===== config.mk =====
export PLATFORM = sky130hd
export DESIGN_NAME = beat_judge
export DESIGN_NICKNAME = d
export VERILOG_FILES = /design/src/rtl/beat_judge.sv
export SDC_FILE = /design/constraint.sdc
export NUM_CORES = 1
export LEC_CHECK = 0
export ABC_CLOCK_PERIOD_IN_PS = 8300
export BUFFER_PORTS_ARGS = -buffer_cell sky130_fd_sc_hd__buf_2
export CORE_UTILIZATION = 45
export CTS_CLUSTER_DIAMETER = 120
export DETAILED_ROUTE_END_ITERATION = 16
export PLACE_DENSITY_LB_ADDON = 0.05
export SLEW_MARGIN = 5
export SYNTH_ARGS = -nofsm -noshare
export SYNTH_HDL_FRONTEND = slang
export SYNTH_SLANG_ARGS = --single-unit

===== constraint.sdc =====
create_clock -name Clk -period 8.3 [get_ports Clk]
set_input_delay 1.245 -clock Clk [delete_from_list [all_inputs] [get_ports Clk]]
set_output_delay 1.245 -clock Clk [all_outputs]
set_load 0.03 [all_outputs]

===== src/rtl/beat_judge.sv =====
// Beat circle judge: runs one approach countdown at a time, judges the lane key press,
// and keeps saturating health/score for the game state machine.
module beat_judge #(
  parameter int APPROACH_FRAMES = 60,
  parameter int PERFECT_WIN     = 4,
  parameter int GOOD_WIN        = 12,
  parameter int RESULT_FRAMES   = 20,
  parameter int HEALTH_INIT     = 6,
  parameter int HEALTH_MAX      = 15
) (
  input  logic        Clk,
  input  logic        Reset,
  input  logic        frame_tick,
  input  logic        clear,
  input  logic        spawn,
  input  logic [1:0]  circletype,
  input  logic [7:0]  keycode,
  output logic        out_of_bounds,
  output logic        circle_live,
  output logic [1:0]  active_type,
  output logic [7:0]  frames_left,
  output logic [1:0]  judgement,
  output logic [3:0]  health,
  output logic [15:0] score,
  output logic [1:0]  dbg_state_o
);

  localparam logic [7:0] APPROACH_INIT = 8'(APPROACH_FRAMES);
  localparam logic [7:0] PERFECT_LIM   = 8'(PERFECT_WIN);
  localparam logic [7:0] GOOD_LIM      = 8'(GOOD_WIN);
  localparam logic [7:0] RESULT_LAST   = 8'(RESULT_FRAMES - 1);
  localparam logic [3:0] HEALTH_RST    = 4'(HEALTH_INIT);
  localparam logic [4:0] HEALTH_CEIL   = 5'(HEALTH_MAX);

  typedef enum logic [1:0] {
    S_IDLE     = 2'd0,
    S_APPROACH = 2'd1,
    S_RESULT   = 2'd2
  } state_t;

  state_t      state_q, state_d;
  logic [1:0]  type_q, type_d;
  logic [7:0]  left_q, left_d;
  logic [1:0]  judge_q, judge_d;
  logic [3:0]  health_q, health_d;
  logic [15:0] score_q, score_d;
  logic [7:0]  rcnt_q, rcnt_d;
  logic [7:0]  prev_key_q;
  logic        oob_q, live_q;
  logic [7:0]  lane_key;
  logic        press;
  logic [4:0]  health_sum;
  logic [16:0] score_sum;

  always_comb begin
    lane_key = 8'h07;
    case (type_q)
      2'b00:   lane_key = 8'h07;
      2'b01:   lane_key = 8'h09;
      2'b10:   lane_key = 8'h0D;
      default: lane_key = 8'h0E;
    endcase
  end

  // A held key only counts on the cycle it first appears.
  assign press = (keycode == lane_key) && (keycode != prev_key_q);

  always_comb begin
    state_d    = state_q;
    type_d     = type_q;
    left_d     = left_q;
    judge_d    = judge_q;
    rcnt_d     = rcnt_q;
    health_sum = {1'b0, health_q};
    score_sum  = {1'b0, score_q};
    unique case (state_q)
      S_IDLE: begin
        if (spawn) begin
          state_d = S_APPROACH;
          type_d  = circletype;
          left_d  = APPROACH_INIT;
        end
      end
      S_APPROACH: begin
        // A press inside the windows wins over a tick, even the tick that would miss.
        if (press && (left_q <= GOOD_LIM)) begin
          state_d = S_RESULT;
          rcnt_d  = 8'd0;
          if (left_q <= PERFECT_LIM) begin
            judge_d    = 2'b01;
            health_sum = {1'b0, health_q} + 5'd2;
            score_sum  = {1'b0, score_q} + 17'd300;
          end else begin
            judge_d    = 2'b10;
            health_sum = {1'b0, health_q} + 5'd1;
            score_sum  = {1'b0, score_q} + 17'd100;
          end
        end else if (frame_tick) begin
          if (left_q != 8'd0) begin
            left_d = left_q - 8'd1;
          end else begin
            state_d    = S_RESULT;
            rcnt_d     = 8'd0;
            judge_d    = 2'b11;
            health_sum = (health_q >= 4'd2) ? ({1'b0, health_q} - 5'd2) : 5'd0;
          end
        end
      end
      S_RESULT: begin
        if (frame_tick) begin
          if (rcnt_q == RESULT_LAST) begin
            state_d = S_IDLE;
            judge_d = 2'b00;
          end else begin
            rcnt_d = rcnt_q + 8'd1;
          end
        end
      end
      default: state_d = S_IDLE;
    endcase
    health_d = (health_sum > HEALTH_CEIL) ? HEALTH_CEIL[3:0] : health_sum[3:0];
    score_d  = score_sum[16] ? 16'hFFFF : score_sum[15:0];
  end

  always_ff @(posedge Clk) begin
    if (Reset || clear) begin
      state_q    <= S_IDLE;
      type_q     <= 2'b00;
      left_q     <= 8'd0;
      judge_q    <= 2'b00;
      rcnt_q     <= 8'd0;
      health_q   <= HEALTH_RST;
      score_q    <= 16'd0;
      prev_key_q <= 8'd0;
      oob_q      <= 1'b1;
      live_q     <= 1'b0;
    end else begin
      state_q    <= state_d;
      type_q     <= type_d;
      left_q     <= left_d;
      judge_q    <= judge_d;
      rcnt_q     <= rcnt_d;
      health_q   <= health_d;
      score_q    <= score_d;
      prev_key_q <= keycode;
      oob_q      <= (state_d == S_IDLE);
      live_q     <= (state_d == S_APPROACH);
    end
  end

  assign out_of_bounds = oob_q;
  assign circle_live   = live_q;
  assign active_type   = type_q;
  assign frames_left   = left_q;
  assign judgement     = judge_q;
  assign health        = health_q;
  assign score         = score_q;
  assign dbg_state_o   = state_q;

endmodule


==> metrics.txt, run 1 <==
CTS H-tree lvls 2; clock transition at the registers of the reported paths ~0.09 ns; Die Wd 83.67 um; post-placement cell area 0.003304 sq mm; syn_nets approximately 370; number of synthesis warnings 0; Max Clk Rate 296.2 MHz; Crit Path Category reg -> reg; largest fanout on the critical path 12; Hold WC Path Type reg -> reg; non-filler instance count after layout around 470; drt pass-1 iters 4; nets 417; Vias/cell 5.686; Core Area about 0.0064 sq mm; Yosys top cell area share 0.3401; FF+latch count, synth 51; PostCTS Resize Cnt 0; worst path required time between 8 and 9 ns; Rel. slew slack 0.4509; clk_lat worst skew 0.30 ns; prevailing post-synth register cell dfxtp_1; status finished clean; Min Hold Slack around 0.47 ns; Buffers on Ports 50; Slew Viols, Final 0; Die Height between 80 and 90 um; n_diodes 0; CTS tree yes; Tightest Pin Transition 0.8211 ns; Worst EP arrival 3.61 ns; vias in the first global route 2,453; fraction of layout cells with a size suffix above 1 0.2062; routability cong. about 0.85; asr flop ratio synth 0; Boundary Pins 51; final instance area roughly 0.0034 sq mm; total track usage 0.2026; count leader, synth dfxtp_1; RSZ-0062 raised after global routing false; CTS root buf clkbuf_8; area leader, netlist dfxtp_1; pwr dens 146.6 mW/mm^2; final period demand of the worst path 3.377 ns; Post-Syn Area 0.003002 sq mm; top cells by count, synth 51 x dfxtp_1, 27 x a21oi_1, 26 x nor2_1; Post-CTS Setup Inserts 0; HPWL Detailed 4945 um; Leakage 1.421 nW; Initial Util 0.4700; max-cap violations 0; via count 2,644; clk_skew 0.005988 ns; DR iter-0 viols 82; Final TNS setup 0 ns; synthesis-to-layout area growth 13.55%; Startpoint Class flop; Cell Count Post-Placement between 400 and 500; Post-Synthesis Cells 341; Die Footprint 0.007001 sq mm; CTS Hold Bufs 0; DRC viols 0; sequential share of the synthesized area 0.3401; Synth cell types 64; Post-DRT Antenna Nets 0; CTS Sinks 51; Wirelength per Cell 14.69 um; final worst path period share 0.4068; pin count of the biggest net entering global routing 34; top post-synthesis cells by area dfxtp_1 34%, ha_1 5.8%, a21oi_1 4.5%; grt ovf 0; Hold Fails Final Rpt 0; final core utilization 0.5337; Post-synth EDFFs 0; Fillers 633; Total Wirelength 6833 um; final setup fails 0; Synth Area per Inst 8.802 sq um; Peak VDD IR 0.08724 mV; Worst Setup End Kind flop; initial antenna violation count 0; global-route wire length before repair 11,540 um; Num CTS Buffers 5; clk buf depth 2; Site Rows 29
==> critical path: stages (launching register included) <==
cell      delay, ns
dfxtp_1        0.38
or4_4          0.56
nor3_4         0.43
inv_4          0.12
ha_1           0.39
a211oi_1       0.11
or4_1          0.75
and2_1         0.26
and3_1         0.18
nor3_1         0.12
==> logic make-up after synthesis <==
logic type,count (synthesis),share of synthesized area
muxes,7,0.02376
adders and majority gates,15,0.06503
DFF,51,0.3401
xor gates and xnor gates,22,0.06420
AOI/OAI and AO/OA,79,0.1880
buffers and inverters,30,0.04168
and+or+nand+nor,137,0.2772
==> flip-flops by register name, summed over array words and instances, names as in the netlist, 2 cells and up <==
signal and cells:
frames_left 8, health 4, active_type 2, score 15, judgement 2, dbg_state_o 2, prev_key_q 8, rcnt_q 8
==> stage by stage <==
step | power, mW | worst slack (ns)
floorplan | 0.3228 | 5.218
global placement | 0.3440 | 4.802
detailed placement | 0.3445 | 4.792
CTS | 0.5049 | 4.888
global route | 0.5230 | 4.745
finish | 0.4997 | 4.923
==> final cells by class <==
type                            instances  area, sq um  area share
Clock inverter                          1        7.507    0.002203
Clock buffer                            7        96.34     0.02827
Inverter                               17        66.31     0.01946
Timing Repair Buffer                   52        265.3     0.07783
Sequential cell                        51         1021      0.2996
Tap cell                               77        96.34     0.02827
Multi-Input combinational cell        260         1856      0.5444
==> path summary, 6_finish.rpt <==
path / start / cells after the start / slack, ns / to
max: frames_left[7]$_SDFFE_PP0P_ / 9 / 4.92 / score[4]$_SDFFE_PP0P_
min: judgement[0]$_SDFFE_PP0P_ / 2 / 0.47 / judgement[0]$_SDFFE_PP0P_
max reg2reg: frames_left[7]$_SDFFE_PP0P_ / 9 / 4.92 / score[4]$_SDFFE_PP0P_
min reg2reg: judgement[0]$_SDFFE_PP0P_ / 2 / 0.47 / judgement[0]$_SDFFE_PP0P_
==> power breakdown <==
part | switching [mW] | leakage, nW | total (mW) | internal, mW
clock network | 0.0851 | 0.0505 | 0.161 | 0.0760
registers | 0.00595 | 0.414 | 0.255 | 0.249
logic | 0.0512 | 0.957 | 0.0831 | 0.0319
==> cells in the final DEF (no fill, tap or decap), drive strengths merged, types with 2 or more instances in the layout <==
cell type and count:
a2111oi 3, a211o 2, a211oi 6, a21boi 2
a21o 2, a21oi 27, a311oi 5, a31oi 7
and2 11, and3 7, buf 52, clkbuf 7
dfxtp 51, ha 14, inv 17, mux2i 6
nand2 17, nand2b 7, nand3 15, nand3b 2
nand4 6, nand4b 2, nor2 26, nor2b 2
nor3 17, nor3b 3, nor4 7, o2111ai 2
o211a 2, o21ai 12, o221ai 2, or2 2
or3 2, or3b 2, or4 5, xnor2 8
xor2 14
==> metal layers <==
metal / routed length, um / GRT usage / vias to the layer above / part of all wire
met5: 0 / 0 / - / 0
met4: 106 / 0.07088 / 0 / 0.016
met3: 207 / 0.02868 / 9 / 0.030
met2: 3321 / 0.3407 / 47 / 0.49
met1: 3198 / 0.2651 / 1246 / 0.47
li1: - / - / 1342 / -
Note: power is estimated with default switching activity, not from simulation.
==> run 2, diff against run 1 <==
Settings changed: ABC_CLOCK_PERIOD_IN_PS 8300 to 2800.
Clock period 8.3 ns to 2.8 ns, I/O delays scaled along.
==> metrics.txt, run 2 (synthesized netlist as in run 1, its figures left out) <==
status finished, violations left; violated checks negative setup slack; CTS Sinks 51; Die Wd 83.67 um; sw frac 0.2715; Clock Power Share 0.343; Site Rows 29; CP peak stage delay 0.59 ns; final worst path period share 1.007; clk_skew 0.008675 ns; Worst Setup End Kind flop; fraction of layout cells with a size suffix above 1 0.2974; Fillers roughly 600; Crit path max-delay family simple AND/OR/NAND/NOR gates; Startpoint Class flop; Post-DRT Antenna Nets 0; Max Clk Rate 354.7 MHz; Int Pwr 1.154 mW; Worst EP arrival 3.05 ns; Hold Fails Final Rpt 0; crit-path cells or4_4, nor3_4, fa_2, a21o_1, a211oi_2, or4_4, buf_4, and3_1, a211oi_2; RSZ-0062 raised after global routing true; routability cong. about 0.89; Core Area about 0.0064 sq mm; R2R cell count 9; pin count of the biggest net entering global routing 34; Worst Slack Setup Final -0.01927 ns; final setup fails 2; reg2reg setup slack -0.02 ns; clk_lat worst skew 0.31 ns; Tightest Pin Transition 0.7253 ns; Num CTS Buffers 5; Bufs and invs on worst path 1; DRC viols 0; CTS tree yes; Hold Path Depth 3; clock transition at the registers of the reported paths about 0.09 ns; hold_sp circletype[0]; clk buf depth 2; Setup WS pre-CTS -0.1142 ns; max FFs per register 15; worst path required time approximately 3.0 ns; HPWL Detailed 5221 um; CTS H-tree lvls 2; Slew Viols, Final 0; slowest CP cell or4_4; Crit Path Category reg -> reg; CTS root buf clkbuf_8; Critical R2R Capture score[13]$_SDFFE_PP0P_; final instance area 0.003747 sq mm; Die Height 83.67 um; nets 446; initial antenna violation count 0; Buffers on Ports 50; multi-input logic area 0.001922 sq mm; most common cell after layout, fill and taps aside buf_2; worst reg2reg path startpoint frames_left[7]$_SDFFE_PP0P_; total track usage 0.2112; pwr dens 422.6 mW/mm^2; via count 2,782; Sw Pwr between 0.4 and 0.5 mW; Die Footprint 0.007001 sq mm; combinational power share 0.184; synthesis-to-layout area growth 24.84%; Seq pwr share 0.473; n_diodes 0; Hold WC Path Type in -> reg; largest fanout on the critical path 5; DR iter-0 viols about 130; FF/Latch Area 0.001030 sq mm; Hold Path Sink active_type[0]$_SDFFE_PP0P_; Vias/cell roughly 5.6; Rel. slew slack 0.5165; vias in the first global route 2,643; final period demand of the worst path 2.819 ns; Leakage between 1.5 and 2 nW; Wirelength per Cell 15.00 um; Boundary Pins 51; Worst setup startpoint frames_left[7]$_SDFFE_PP0P_; grt ovf 0; Peak VDD IR 0.3066 mV; Total Wirelength 7409 um; post-placement cell area 0.003496 sq mm; drt pass-1 iters 6; global-route wire length before repair 12,180 um; most frequent cells in the layout 50 x buf_2, 48 x dfxtp_1, 27 x buf_4; Initial Util 0.4700; max-cap violations 0
[run 2: changes by cell type in the layout (fill, tap and decap cells not counted), moves of 2 or more]
cell,before,now
o21ai_0,11,9
buf_12,0,2
buf_6,0,2
buf_4,2,27
dfxtp_4,0,2
dfxtp_1,51,48
o21ai_1,0,2
a21oi_2,0,3
a211oi_2,0,3
a211oi_1,5,2
a21oi_1,27,24
[run 2: routing by layer]
metal | wire length (um) | global-route usage | up-vias
met5 | 0 | 0 | -
met4 | 121 | 0.07858 | 0
met3 | 248 | 0.03462 | 14
met2 | 3673 | 0.3644 | 52
met1 | 3365 | 0.2635 | 1317
li1 | - | - | 1399
[run 2: how the worst max path moves through the flow]
stage                        endpoint  slack [ns]  cells past startpoint
2_1_floorplan  score[13]$_SDFFE_PP0P_     -0.0006                      9
3_3_place_gp    score[4]$_SDFFE_PP0P_       -0.07                     10
3_5_place_dp    score[4]$_SDFFE_PP0P_       -0.11                     10
4_1_cts         score[4]$_SDFFE_PP0P_       0.007                     10
5_1_grt         score[7]$_SDFFE_PP0P_       -0.12                     10
6_report       score[13]$_SDFFE_PP0P_       -0.02                      9
[run 2: worst register-to-register path, cell delays in order, from the launching register on]
cell and delay (ns):
dfxtp_4 0.35, or4_4 0.54, nor3_4 0.22, fa_2 0.26, a21o_1 0.18, a211oi_2 0.10, or4_4 0.59, buf_4 0.16
and3_1 0.16, a211oi_2 0.17
[run 2: timing repair]
item                                   CTS  global route
hold buffers                             0             0
endpoints found under the hold margin    0             0
setup endpoints to repair                5             8
gates cloned                             0             0
setup buffers                            0            10
pin swaps                                0            15
resized for setup                        1            16
[run 2: power by group through the flow]
stage	registers (mW)	logic, mW	clock network (mW)
3_3_place_gp	0.766	0.281	0
3_5_place_dp	0.766	0.283	0
2_1_floorplan	0.790	0.170	0
4_1_cts	0.749	0.284	0.558
6_report	0.749	0.292	0.543
5_1_grt	0.751	0.320	0.587
[run 2: cell type report]
class	instances	share of cell area
flip-flops and latches	51	0.2748
clock inverters	2	0.009349
clock buffers	6	0.02204
multi-input cells	260	0.5129
inverters	17	0.01770
repair buffers	81	0.1376
well taps	77	0.02571
[run 2: through the flow]
step	setup TNS, ns	hold WS [ns]	util	total power [mW]	std cells
after floorplan	-0.0006364	0.4315	-	0.9601	341
after global placement	-0.1118	0.4494	0.5474	1.047	476
after detailed placement	-0.2505	0.4594	0.5474	1.049	476
after CTS	0	0.3248	0.5664	1.592	484
after global routing	-0.6151	0.3287	0.5868	1.658	494
final	-0.02080	0.3347	0.5868	1.584	494
==> run 3, diff against run 2 <==
Settings changed: CAP_MARGIN set to 20, CELL_PAD_IN_SITES_DETAIL_PLACEMENT set to 1, CELL_PAD_IN_SITES_GLOBAL_PLACEMENT set to 2, CORE_UTILIZATION 45 to 31.
==> metrics.txt, run 3 (synthesized netlist as in run 1, its figures left out) <==
status finished clean; Max Clk Rate 360.2 MHz; clk buf depth 2; Critical R2R Capture score[13]$_SDFFE_PP0P_; Rel. slew slack 0.6514; Leakage 1.570 nW; HPWL Detailed roughly 6600 um; total track usage 0.1817; Hold Path Sink active_type[1]$_SDFFE_PP0P_; Peak VDD IR approximately 0.16 mV; CTS root buf clkbuf_8; drt pass-1 iters 4; most common cell after layout, fill and taps aside buf_2; synthesis-to-layout area growth 25.64%; most frequent cells in the layout 50 x buf_2, 48 x dfxtp_1, 29 x buf_4; Total Wirelength between 8000 and 9000 um; worst reg2reg path startpoint frames_left[5]$_SDFFE_PP0P_; Initial Util 0.3218; Worst Slack Setup Final 0.02349 ns; DRC viols 0; Boundary Pins 51; Tightest Pin Transition 0.5230 ns; Die Wd 100.4 um; Hold Path Depth 3; multi-input logic area 0.001919 sq mm; global-route wire length before repair 14,460 um; Post-DRT Antenna Nets 0; RSZ-0062 raised after global routing true; Num CTS Buffers 5; clk_skew 0.007894 ns; R2R cell count 10; pin count of the biggest net entering global routing 26; Startpoint Class flop; largest fanout on the critical path 6; hold_sp circletype[1]; Crit Path Category reg -> reg; Fillers roughly 1,100; DR iter-0 viols 62; Hold Fails Final Rpt 0; CTS tree yes; grt ovf 0; Worst Setup End Kind flop; initial antenna violation count 0; via count 2,784; routability cong. 0.8160; CTS Sinks roughly 50; final setup fails 0; Min Hold Slack 0.3387 ns; Wirelength per Cell 16.02 um; Die Footprint ~0.010 sq mm; fraction of layout cells with a size suffix above 1 0.2974; nets around 450; Core Area 0.009328 sq mm; CTS H-tree lvls 2; Buffers on Ports 50; Worst EP arrival 3.00 ns; Worst setup startpoint frames_left[5]$_SDFFE_PP0P_; max FFs per register 15; Slew Viols, Final 0; n_diodes 0; reg2reg setup slack 0.02 ns; clock transition at the registers of the reported paths 0.10 ns; Vias/cell 5.099; Die Height between 100 and 150 um; pwr dens 401.8 mW/mm^2; FF/Latch Area slightly above 0.001 sq mm; CTS Hold Bufs 0; Site Rows 35; max-cap violations 0; Setup WS pre-CTS -0.05307 ns; clk_lat worst skew 0.30 ns; Hold WC Path Type in -> reg; vias in the first global route ~2,800; final period demand of the worst path 2.777 ns; final worst path period share 0.9916; worst path required time about 3 ns
## run 3: cell count changes in the layout (fill, tap and decap cells not counted), moves of 2 or more
cell	change
ha_1	-2
a211oi_2	-2
a21oi_1	+2
buf_4	+2
a211oi_1	+2
ha_2	+2
a21oi_2	-2
## run 3: worst max-delay path by stage
stage,end,depth (start not counted)
floorplan,score[13]$_SDFFE_PP0P_,9
global placement,score[3]$_SDFFE_PP0P_,10
detailed placement,score[11]$_SDFFE_PP0P_,10
CTS,score[11]$_SDFFE_PP0P_,11
global route,score[13]$_SDFFE_PP0P_,10
finish,score[13]$_SDFFE_PP0P_,10
## run 3: layout make-up
| type | instances | area share |
|---|---|---|
| inverters | 17 | 0.01758 |
| flip-flops and latches | 51 | 0.2731 |
| well taps | 129 | 0.04280 |
| clock inverters | 1 | 0.002322 |
| multi-input cells | 260 | 0.5090 |
| clock buffers | 7 | 0.02289 |
| repair buffers | 81 | 0.1324 |
## run 3: power breakdown
part	switching (mW)	internal, mW	leakage (nW)
Sequential	0.0115	0.739	0.416
Combinational	0.175	0.124	1.11
Clock	0.262	0.204	0.0484
## run 3: critical path, cell delays in order (launching register included)
cell and delay [ns]:
dfxtp_4 0.35, or4_4 0.54, nor3_4 0.13, buf_6 0.15, fa_2 0.22, a21o_1 0.15
a211oi_2 0.08, or4_4 0.55, buf_4 0.18, and3_1 0.16, a211oi_1 0.18
## run 3: metrics by stage
stage	power, mW	instance area, sq um	utilization	setup TNS (ns)	cells
after floorplan	0.9601	3035	-	-0.0006364	341
after global placement	1.058	3601	0.3861	0	535
after detailed placement	1.059	3601	0.3861	-0.1861	535
after CTS	1.544	3716	0.3984	0	544
after global routing	1.593	3771	0.4043	-0.1471	546
final	1.515	3771	0.4043	0	546
## run 3: what timing repair did
item                                   in CTS  in global routing
buffers inserted                            1                  2
endpoints found under the hold margin       0                  0
pin swaps                                   4                 13
setup endpoints to repair                   8                 13
gates resized for setup                     3                 12
## run 3: metal layers
layer	vias up	track usage	wire, um
met5	-	0	0
met4	0	0.04013	74
met3	5	0.02298	223
met2	38	0.3203	4196
met1	1348	0.2360	4251
li1	1393	-	-
